<file path="config.mk">
export PLATFORM = sky130hd
export DESIGN_NAME = keccak_f800_iter_flat
export DESIGN_NICKNAME = d
export VERILOG_FILES = /design/src/rtl/keccak_f800_iter_if.sv /design/src/rtl/keccak_f800_iter.sv /design/src/flat_wrapper.sv
export SDC_FILE = /design/constraint.sdc
export NUM_CORES = 2
export LEC_CHECK = 0
export CORE_MARGIN = 8
export CORE_UTILIZATION = 60
export CTS_CLUSTER_DIAMETER = 150
export DETAILED_ROUTE_END_ITERATION = 7
export PLACE_DENSITY = 0.76
export SYNTH_ARGS = -nofsm -noshare
export SYNTH_HDL_FRONTEND = slang
export SYNTH_SLANG_ARGS = --single-unit
</file>
<file path="constraint.sdc">
create_clock -name clk -period 3.5 [get_ports clk]
set_clock_uncertainty 0.1 [all_clocks]
set_input_delay 0.35 -clock clk [delete_from_list [all_inputs] [get_ports clk]]
set_output_delay 0.35 -clock clk [all_outputs]
set_load 0.05 [all_outputs]
</file>
<file path="src/rtl/keccak_f800_iter_if.sv">
// Absorb/squeeze word streams of the Keccak-f[800] engine.
// The engine uses the slave modport; the message source/result sink uses master.
interface keccak_f800_iter_if;
    logic        in_valid;
    logic        in_ready;
    logic [31:0] in_data;
    logic        out_valid;
    logic        out_ready;
    logic [31:0] out_data;
    logic        out_last;

    modport master (
        output in_valid, in_data, out_ready,
        input  in_ready, out_valid, out_data, out_last
    );

    modport slave (
        input  in_valid, in_data, out_ready,
        output in_ready, out_valid, out_data, out_last
    );
endinterface

</file>
<file path="src/rtl/keccak_f800_iter.sv">
// Iterative Keccak-f[800] for ProgPoW: absorbs 18 words, permutes ROUNDS_PER_CYCLE rounds per clock,
// streams 8 words back. Optional synchronous abort input enabled by `define KECCAK_F800_ABORT_EN.
module keccak_f800_iter #(
    parameter int unsigned ROUNDS           = 22,
    parameter int unsigned ROUNDS_PER_CYCLE = 1,
    parameter int unsigned IN_WORDS         = 18,
    parameter int unsigned OUT_WORDS        = 8
) (
    input  logic clk,
    input  logic rst_n,
`ifdef KECCAK_F800_ABORT_EN
    input  logic abort,
`endif
    keccak_f800_iter_if.slave bus,
    output logic busy
);

    localparam int unsigned WCNT_W = $clog2(IN_WORDS);
    localparam int unsigned RCNT_W = $clog2(ROUNDS + 1);
    localparam int unsigned OCNT_W = $clog2(OUT_WORDS);

    localparam logic [WCNT_W-1:0] WCNT_LAST = WCNT_W'(IN_WORDS - 1);
    localparam logic [RCNT_W-1:0] RCNT_DONE = RCNT_W'(ROUNDS);
    localparam logic [RCNT_W-1:0] RCNT_STEP = RCNT_W'(ROUNDS_PER_CYCLE);
    localparam logic [OCNT_W-1:0] OCNT_LAST = OCNT_W'(OUT_WORDS - 1);

    typedef logic [24:0][31:0] state_t;
    typedef enum logic [1:0] {ST_ABSORB, ST_PERMUTE, ST_SQUEEZE} fsm_t;

    fsm_t              state, state_d;
    state_t            st, st_d, permuted;
    logic [WCNT_W-1:0] wcnt, wcnt_d;
    logic [RCNT_W-1:0] rcnt, rcnt_d, rcnt_nx;
    logic [OCNT_W-1:0] ocnt, ocnt_d;

    function automatic logic [31:0] rotl(logic [31:0] x, int unsigned n);
        return (x << n) | (x >> ((32 - n) % 32));
    endfunction

    // Keccak-f[1600] rotation offsets reduced mod 32, indexed by lane x+5y
    function automatic int unsigned rho_off(int unsigned i);
        case (i)
            0:  return 0;   1:  return 1;   2:  return 30;  3:  return 28;  4:  return 27;
            5:  return 4;   6:  return 12;  7:  return 6;   8:  return 23;  9:  return 20;
            10: return 3;   11: return 10;  12: return 11;  13: return 25;  14: return 7;
            15: return 9;   16: return 13;  17: return 15;  18: return 21;  19: return 8;
            20: return 18;  21: return 2;   22: return 29;  23: return 24;  24: return 14;
            default: return 0;
        endcase
    endfunction

    function automatic logic [31:0] rndc(int unsigned i);
        case (i)
            0:  return 32'h00000001;  1:  return 32'h00008082;  2:  return 32'h0000808a;
            3:  return 32'h80008000;  4:  return 32'h0000808b;  5:  return 32'h80000001;
            6:  return 32'h80008081;  7:  return 32'h00008009;  8:  return 32'h0000008a;
            9:  return 32'h00000088;  10: return 32'h80008009;  11: return 32'h8000000a;
            12: return 32'h8000808b;  13: return 32'h0000008b;  14: return 32'h00008089;
            15: return 32'h00008003;  16: return 32'h00008002;  17: return 32'h00000080;
            18: return 32'h0000800a;  19: return 32'h8000000a;  20: return 32'h80008081;
            21: return 32'h00008080;
            default: return 32'h00000000;
        endcase
    endfunction

    function automatic state_t keccak_round(state_t a_in, logic [31:0] rc);
        state_t           a, b, r;
        logic [4:0][31:0] c, d;
        a = a_in;
        b = '0;
        for (int unsigned x = 0; x < 5; x++)
            c[x] = a[x] ^ a[x+5] ^ a[x+10] ^ a[x+15] ^ a[x+20];
        for (int unsigned x = 0; x < 5; x++)
            d[x] = c[(x+4)%5] ^ rotl(c[(x+1)%5], 1);
        for (int unsigned i = 0; i < 25; i++)
            a[i] = a[i] ^ d[i%5];
        for (int unsigned x = 0; x < 5; x++)
            for (int unsigned y = 0; y < 5; y++)
                b[y + 5*((2*x + 3*y) % 5)] = rotl(a[x + 5*y], rho_off(x + 5*y));
        for (int unsigned x = 0; x < 5; x++)
            for (int unsigned y = 0; y < 5; y++)
                r[x + 5*y] = b[x + 5*y] ^ (~b[(x+1)%5 + 5*y] & b[(x+2)%5 + 5*y]);
        r[0] = r[0] ^ rc;
        return r;
    endfunction

    always_ff @(posedge clk or negedge rst_n) begin
        if (!rst_n) begin
            state <= ST_ABSORB;
            st    <= '0;
            wcnt  <= '0;
            rcnt  <= '0;
            ocnt  <= '0;
        end else begin
            state <= state_d;
            st    <= st_d;
            wcnt  <= wcnt_d;
            rcnt  <= rcnt_d;
            ocnt  <= ocnt_d;
        end
    end

    always_comb begin
        state_d  = state;
        st_d     = st;
        wcnt_d   = wcnt;
        rcnt_d   = rcnt;
        ocnt_d   = ocnt;
        permuted = st;
        for (int unsigned i = 0; i < ROUNDS_PER_CYCLE; i++)
            permuted = keccak_round(permuted, rndc(32'(rcnt) + i));
        rcnt_nx = rcnt + RCNT_STEP;

        unique case (state)
            ST_ABSORB: begin
                if (bus.in_valid) begin
                    st_d[wcnt] = bus.in_data;
                    if (wcnt == WCNT_LAST) begin
                        state_d = ST_PERMUTE;
                        rcnt_d  = '0;
                    end else begin
                        wcnt_d = wcnt + 1'b1;
                    end
                end
            end
            ST_PERMUTE: begin
                st_d   = permuted;
                rcnt_d = rcnt_nx;
                if (rcnt_nx == RCNT_DONE) begin
                    state_d = ST_SQUEEZE;
                    ocnt_d  = '0;
                end
            end
            ST_SQUEEZE: begin
                if (bus.out_ready) begin
                    if (ocnt == OCNT_LAST) begin
                        state_d = ST_ABSORB;
                        st_d    = '0;
                        wcnt_d  = '0;
                        ocnt_d  = '0;
                    end else begin
                        ocnt_d = ocnt + 1'b1;
                    end
                end
            end
            default: state_d = ST_ABSORB;
        endcase

`ifdef KECCAK_F800_ABORT_EN
        // Abort overrides whatever transfer the stream ports offered this edge
        if (abort) begin
            state_d = ST_ABSORB;
            st_d    = '0;
            wcnt_d  = '0;
            rcnt_d  = '0;
            ocnt_d  = '0;
        end
`endif
    end

    assign bus.in_ready  = (state == ST_ABSORB);
    assign bus.out_valid = (state == ST_SQUEEZE);
    assign bus.out_last  = (state == ST_SQUEEZE) && (ocnt == OCNT_LAST);
    assign bus.out_data  = st[ocnt];
    assign busy          = (state != ST_ABSORB);

endmodule

</file>
<file path="src/flat_wrapper.sv">
// flat-port wrapper written by rule: the top's interface ports become plain ports
module keccak_f800_iter_flat 
#(
    parameter int unsigned ROUNDS           = 22,
    parameter int unsigned ROUNDS_PER_CYCLE = 1,
    parameter int unsigned IN_WORDS         = 18,
    parameter int unsigned OUT_WORDS        = 8
)
  (clk, rst_n, busy, bus_in_valid, bus_in_data, bus_out_ready, bus_in_ready, bus_out_valid, bus_out_data, bus_out_last);
  keccak_f800_iter_if bus_i ();
  input  logic clk;
  input  logic rst_n;
  output logic busy;
  input wire logic [$bits(bus_i.in_valid)-1:0] bus_in_valid;
  input wire logic [$bits(bus_i.in_data)-1:0] bus_in_data;
  input wire logic [$bits(bus_i.out_ready)-1:0] bus_out_ready;
  output wire logic [$bits(bus_i.in_ready)-1:0] bus_in_ready;
  output wire logic [$bits(bus_i.out_valid)-1:0] bus_out_valid;
  output wire logic [$bits(bus_i.out_data)-1:0] bus_out_data;
  output wire logic [$bits(bus_i.out_last)-1:0] bus_out_last;
  assign bus_i.in_valid = bus_in_valid;
  assign bus_i.in_data = bus_in_data;
  assign bus_i.out_ready = bus_out_ready;
  assign bus_in_ready = bus_i.in_ready;
  assign bus_out_valid = bus_i.out_valid;
  assign bus_out_data = bus_i.out_data;
  assign bus_out_last = bus_i.out_last;
  keccak_f800_iter #(.ROUNDS(ROUNDS), .ROUNDS_PER_CYCLE(ROUNDS_PER_CYCLE), .IN_WORDS(IN_WORDS), .OUT_WORDS(OUT_WORDS)) u_core (.clk(clk), .rst_n(rst_n), .bus(bus_i), .busy(busy));
endmodule
</file>
==> metrics <==
status=finished, violations left; failing checks=design-rule violations, negative setup slack; Yosys top cell area share=a little over a quarter; # rows=131; core area=approximately 130000 µm²; CP endpoint kind=output pin; Synth Flop Type=dfrtp_1; Post-CTS Setup Bufs=0; slew margin rel.=4.22%; global placement routability congestion=roughly 1.2; top cells by count, synth=xnor3_1 (925), nand2_1 (827), dfrtp_1 (815); WL/cell=a little under 50 µm; Buf+Inv Stages, Crit Path=3; Area growth syn-to-layout=13.2%; vias in the first global route=65000; 1st-iter DRT viols=around 16000; Critical Path RT=3.05 ns; top-count cell post-synth=xnor3_1; slowest stage delay, CP=0.53 ns; die area=around 140000 µm²; detailed placement HPWL=340000 µm; reg2reg path depth=7; Die X=~370 µm; Post-synth EDFFs=0; Ports=72; Initial Util=60.1%; #FFs+latches synth=815; mean number of vias per cell=~7.9; CTS Buf Count=103; Core Util, Final=~68%; largest net degree at the start of global routing=between 90 and 100; FILL cells=between 9000 and 10000; Crit. Startpoint=u_core.ocnt[1]; cell type with the largest total area after synthesis=xnor3_1; grt total ovfl=0; setup violators final=7; deepest clock path buffer count=3; vias=just over 70000; Clock Pin Slew Worst Setup and Hold Paths=about 0.06 ns; RSZ-0062 raised after global routing=yes; Slew @ Worst Pin=1.44 ns; syn_nets=~7000; count of cell types in the netlist=between 60 and 70; post-route setup slack=-0.0691 ns; Worst Path Arrival=around 3.1 ns; Post-Syn Area=around 76000 µm²; max cap viols=0; First-pass DRT Iterations=8; yosys warns=0; period utilization=102%; Worst-Skew Late Latency=0.80 ns; port bufs=71; async set-reset flop share out of synthesis=100%; Largest delay share family, worst path=buffers and inverters; critical path depth=6; CTS tree=done; layout cells sized above 1=13.6%; max-slew violation count=0; Post-Syn Area per Cell=about 11 µm²; die height=about 370 µm; Root Driver=clkbuf_16; crit-path max FO=27; drt total wl=449000 µm; Area contributors post-synth=xnor3_1 (27%), dfrtp_1 (27%), xnor2_1 (7.8%), o221ai_1 (5.4%), nand2_1 (4.1%); Post-DRT Antenna Nets=0; DRC viols=97; Post-Syn Instances=around 7000; crit-path cells=buf_16 -> buf_6 -> mux4_2 -> nand2_1 -> nand2_1 -> dlygate4sd2_1; CP most frequent cell=nand2_1; CTS Sinks=815; Tmin final=roughly 3.6 ns; worst min-delay path class=in -> async; # H-tree levels=3; Total GRT Usage=a little under two thirds; Worst Setup Start Kind=flip-flop; Setup CP Type=reg -> out; CP max-delay cell=mux4_2; nets@finish=between 7000 and 8000; Hold Vio Cnt, Final=0; sequential area share after synthesis=around a quarter; Max Fclk=approximately 0.28 GHz; first-pass GRT wire length=590000 µm; antenna violations before repair=between 40 and 50
[cells by family (layout without fill, tap and decap cells)]
logic type,after synthesis,in the layout,share of synthesized area (%)
AOI/OAI and AO/OA,1570,1570,13.8
muxes,68,68,1.95
DFF,815,815,26.7
other,0,23,0
buffers and inverters,533,862,2.69
xor gates and xnor gates,2064,2064,42.8
and+or+nand+nor,1955,1955,11.8
adders and majority gates,16,16,0.262
[layer usage]
| metal | track usage (%) | part of all wire (%) | up-vias |
|---|---|---|---|
| li1 | - | - | 25800 |
| met1 | 66.2 | 29 | 34600 |
| met2 | 79.5 | 36 | 8256 |
| met3 | 47.3 | 21 | 2878 |
| met4 | 61.5 | 14 | 57 |
| met5 | 12.8 | 0.55 | - |
[final timing paths]
check / end / slack (ns)
worst max-delay path: bus_out_data[15] / -0.07
worst min-delay path: asynchronous set/reset pin / 0.11
min in group clk: flip-flop / 0.21
worst max register to register: flip-flop / -0.02
max in group asynchronous: asynchronous set/reset pin / 2.04
worst min register to register: flip-flop / 0.43
[worst register-to-register path: stages (launching register included)]
cell	delay, ns
dfrtp_1	0.43
xnor3_1	0.48
xnor2_2	0.52
buf_4	0.28
xnor3_2	0.46
nor2b_1	0.25
xnor2_1	0.11
a31oi_1	0.70
[timing repair]
| item | 4_1_cts | 5_1_grt |
|---|---|---|
| endpoints found under the hold margin | 49 | 0 |
| hold buffers | 1 | 0 |
| gates resized for setup | 32 | 7 |
| setup endpoints to repair | 29 | 10 |
| pin swaps | 0 | 0 |
[stage by stage]
| step | hold WS, ns | setup slack, ns | TNS (ns) | std cells | cell area (µm²) |
|---|---|---|---|---|---|
| 2_1_floorplan | -0.0456 | 0.411 | 0 | 7021 | 76300 |
| 3_3_place_gp | 0.361 | 0.358 | 0 | 8826 | 82900 |
| 3_5_place_dp | 0.346 | 0.303 | 0 | 8826 | 82900 |
| 4_1_cts | 0.166 | 0.000569 | 0 | 9012 | 86300 |
| 5_1_grt | 0.177 | -0.0407 | -0.118 | 9016 | 86300 |
| 6_report | 0.109 | -0.0691 | -0.215 | 9035 | 86300 |
[cell type report]
cell class	count	area, µm²	share of cell area, %
diodes	23	57.6	0.0667
clock buffers	157	3100	3.59
clock inverters	28	304	0.352
inverters	23	93.8	0.109
multi-input cells	5673	54400	63.0
flip-flops and latches	815	20400	23.6
well taps	1662	2080	2.41
repair buffers	654	5880	6.81
[layout by cell type (no fill, tap or decap), drive strengths merged, types with 6 or more instances in the layout]
| cell type | instances |
|---|---|
| xnor3 | 926 |
| nand2 | 827 |
| dfrtp | 815 |
| xnor2 | 776 |
| buf | 583 |
| o21ai | 534 |
| o221ai | 467 |
| nor2 | 359 |
| xor2 | 318 |
| nor2b | 235 |
| nand3 | 233 |
| a31oi | 201 |
| clkbuf | 158 |
| nand2b | 148 |
| a21oi | 121 |
| mux4 | 64 |
| nor3 | 58 |
| o21a | 57 |
| xor3 | 44 |
| o22ai | 40 |
| o22a | 40 |
| clkdlybuf4s50 | 38 |
| and3 | 32 |
| a22oi | 29 |
| dlygate4sd2 | 28 |
| inv | 24 |
| diode | 23 |
| clkinv | 17 |
| ha | 16 |
| a21o | 16 |
| nand3b | 15 |
| or3 | 14 |
| a221o | 13 |
| a22o | 13 |
| nor3b | 11 |
| o211ai | 9 |
| or3b | 7 |
| a21boi | 6 |
Power is not shown: default switching activity piles up to over one toggle a cycle in this logic, so the estimate is an artifact.
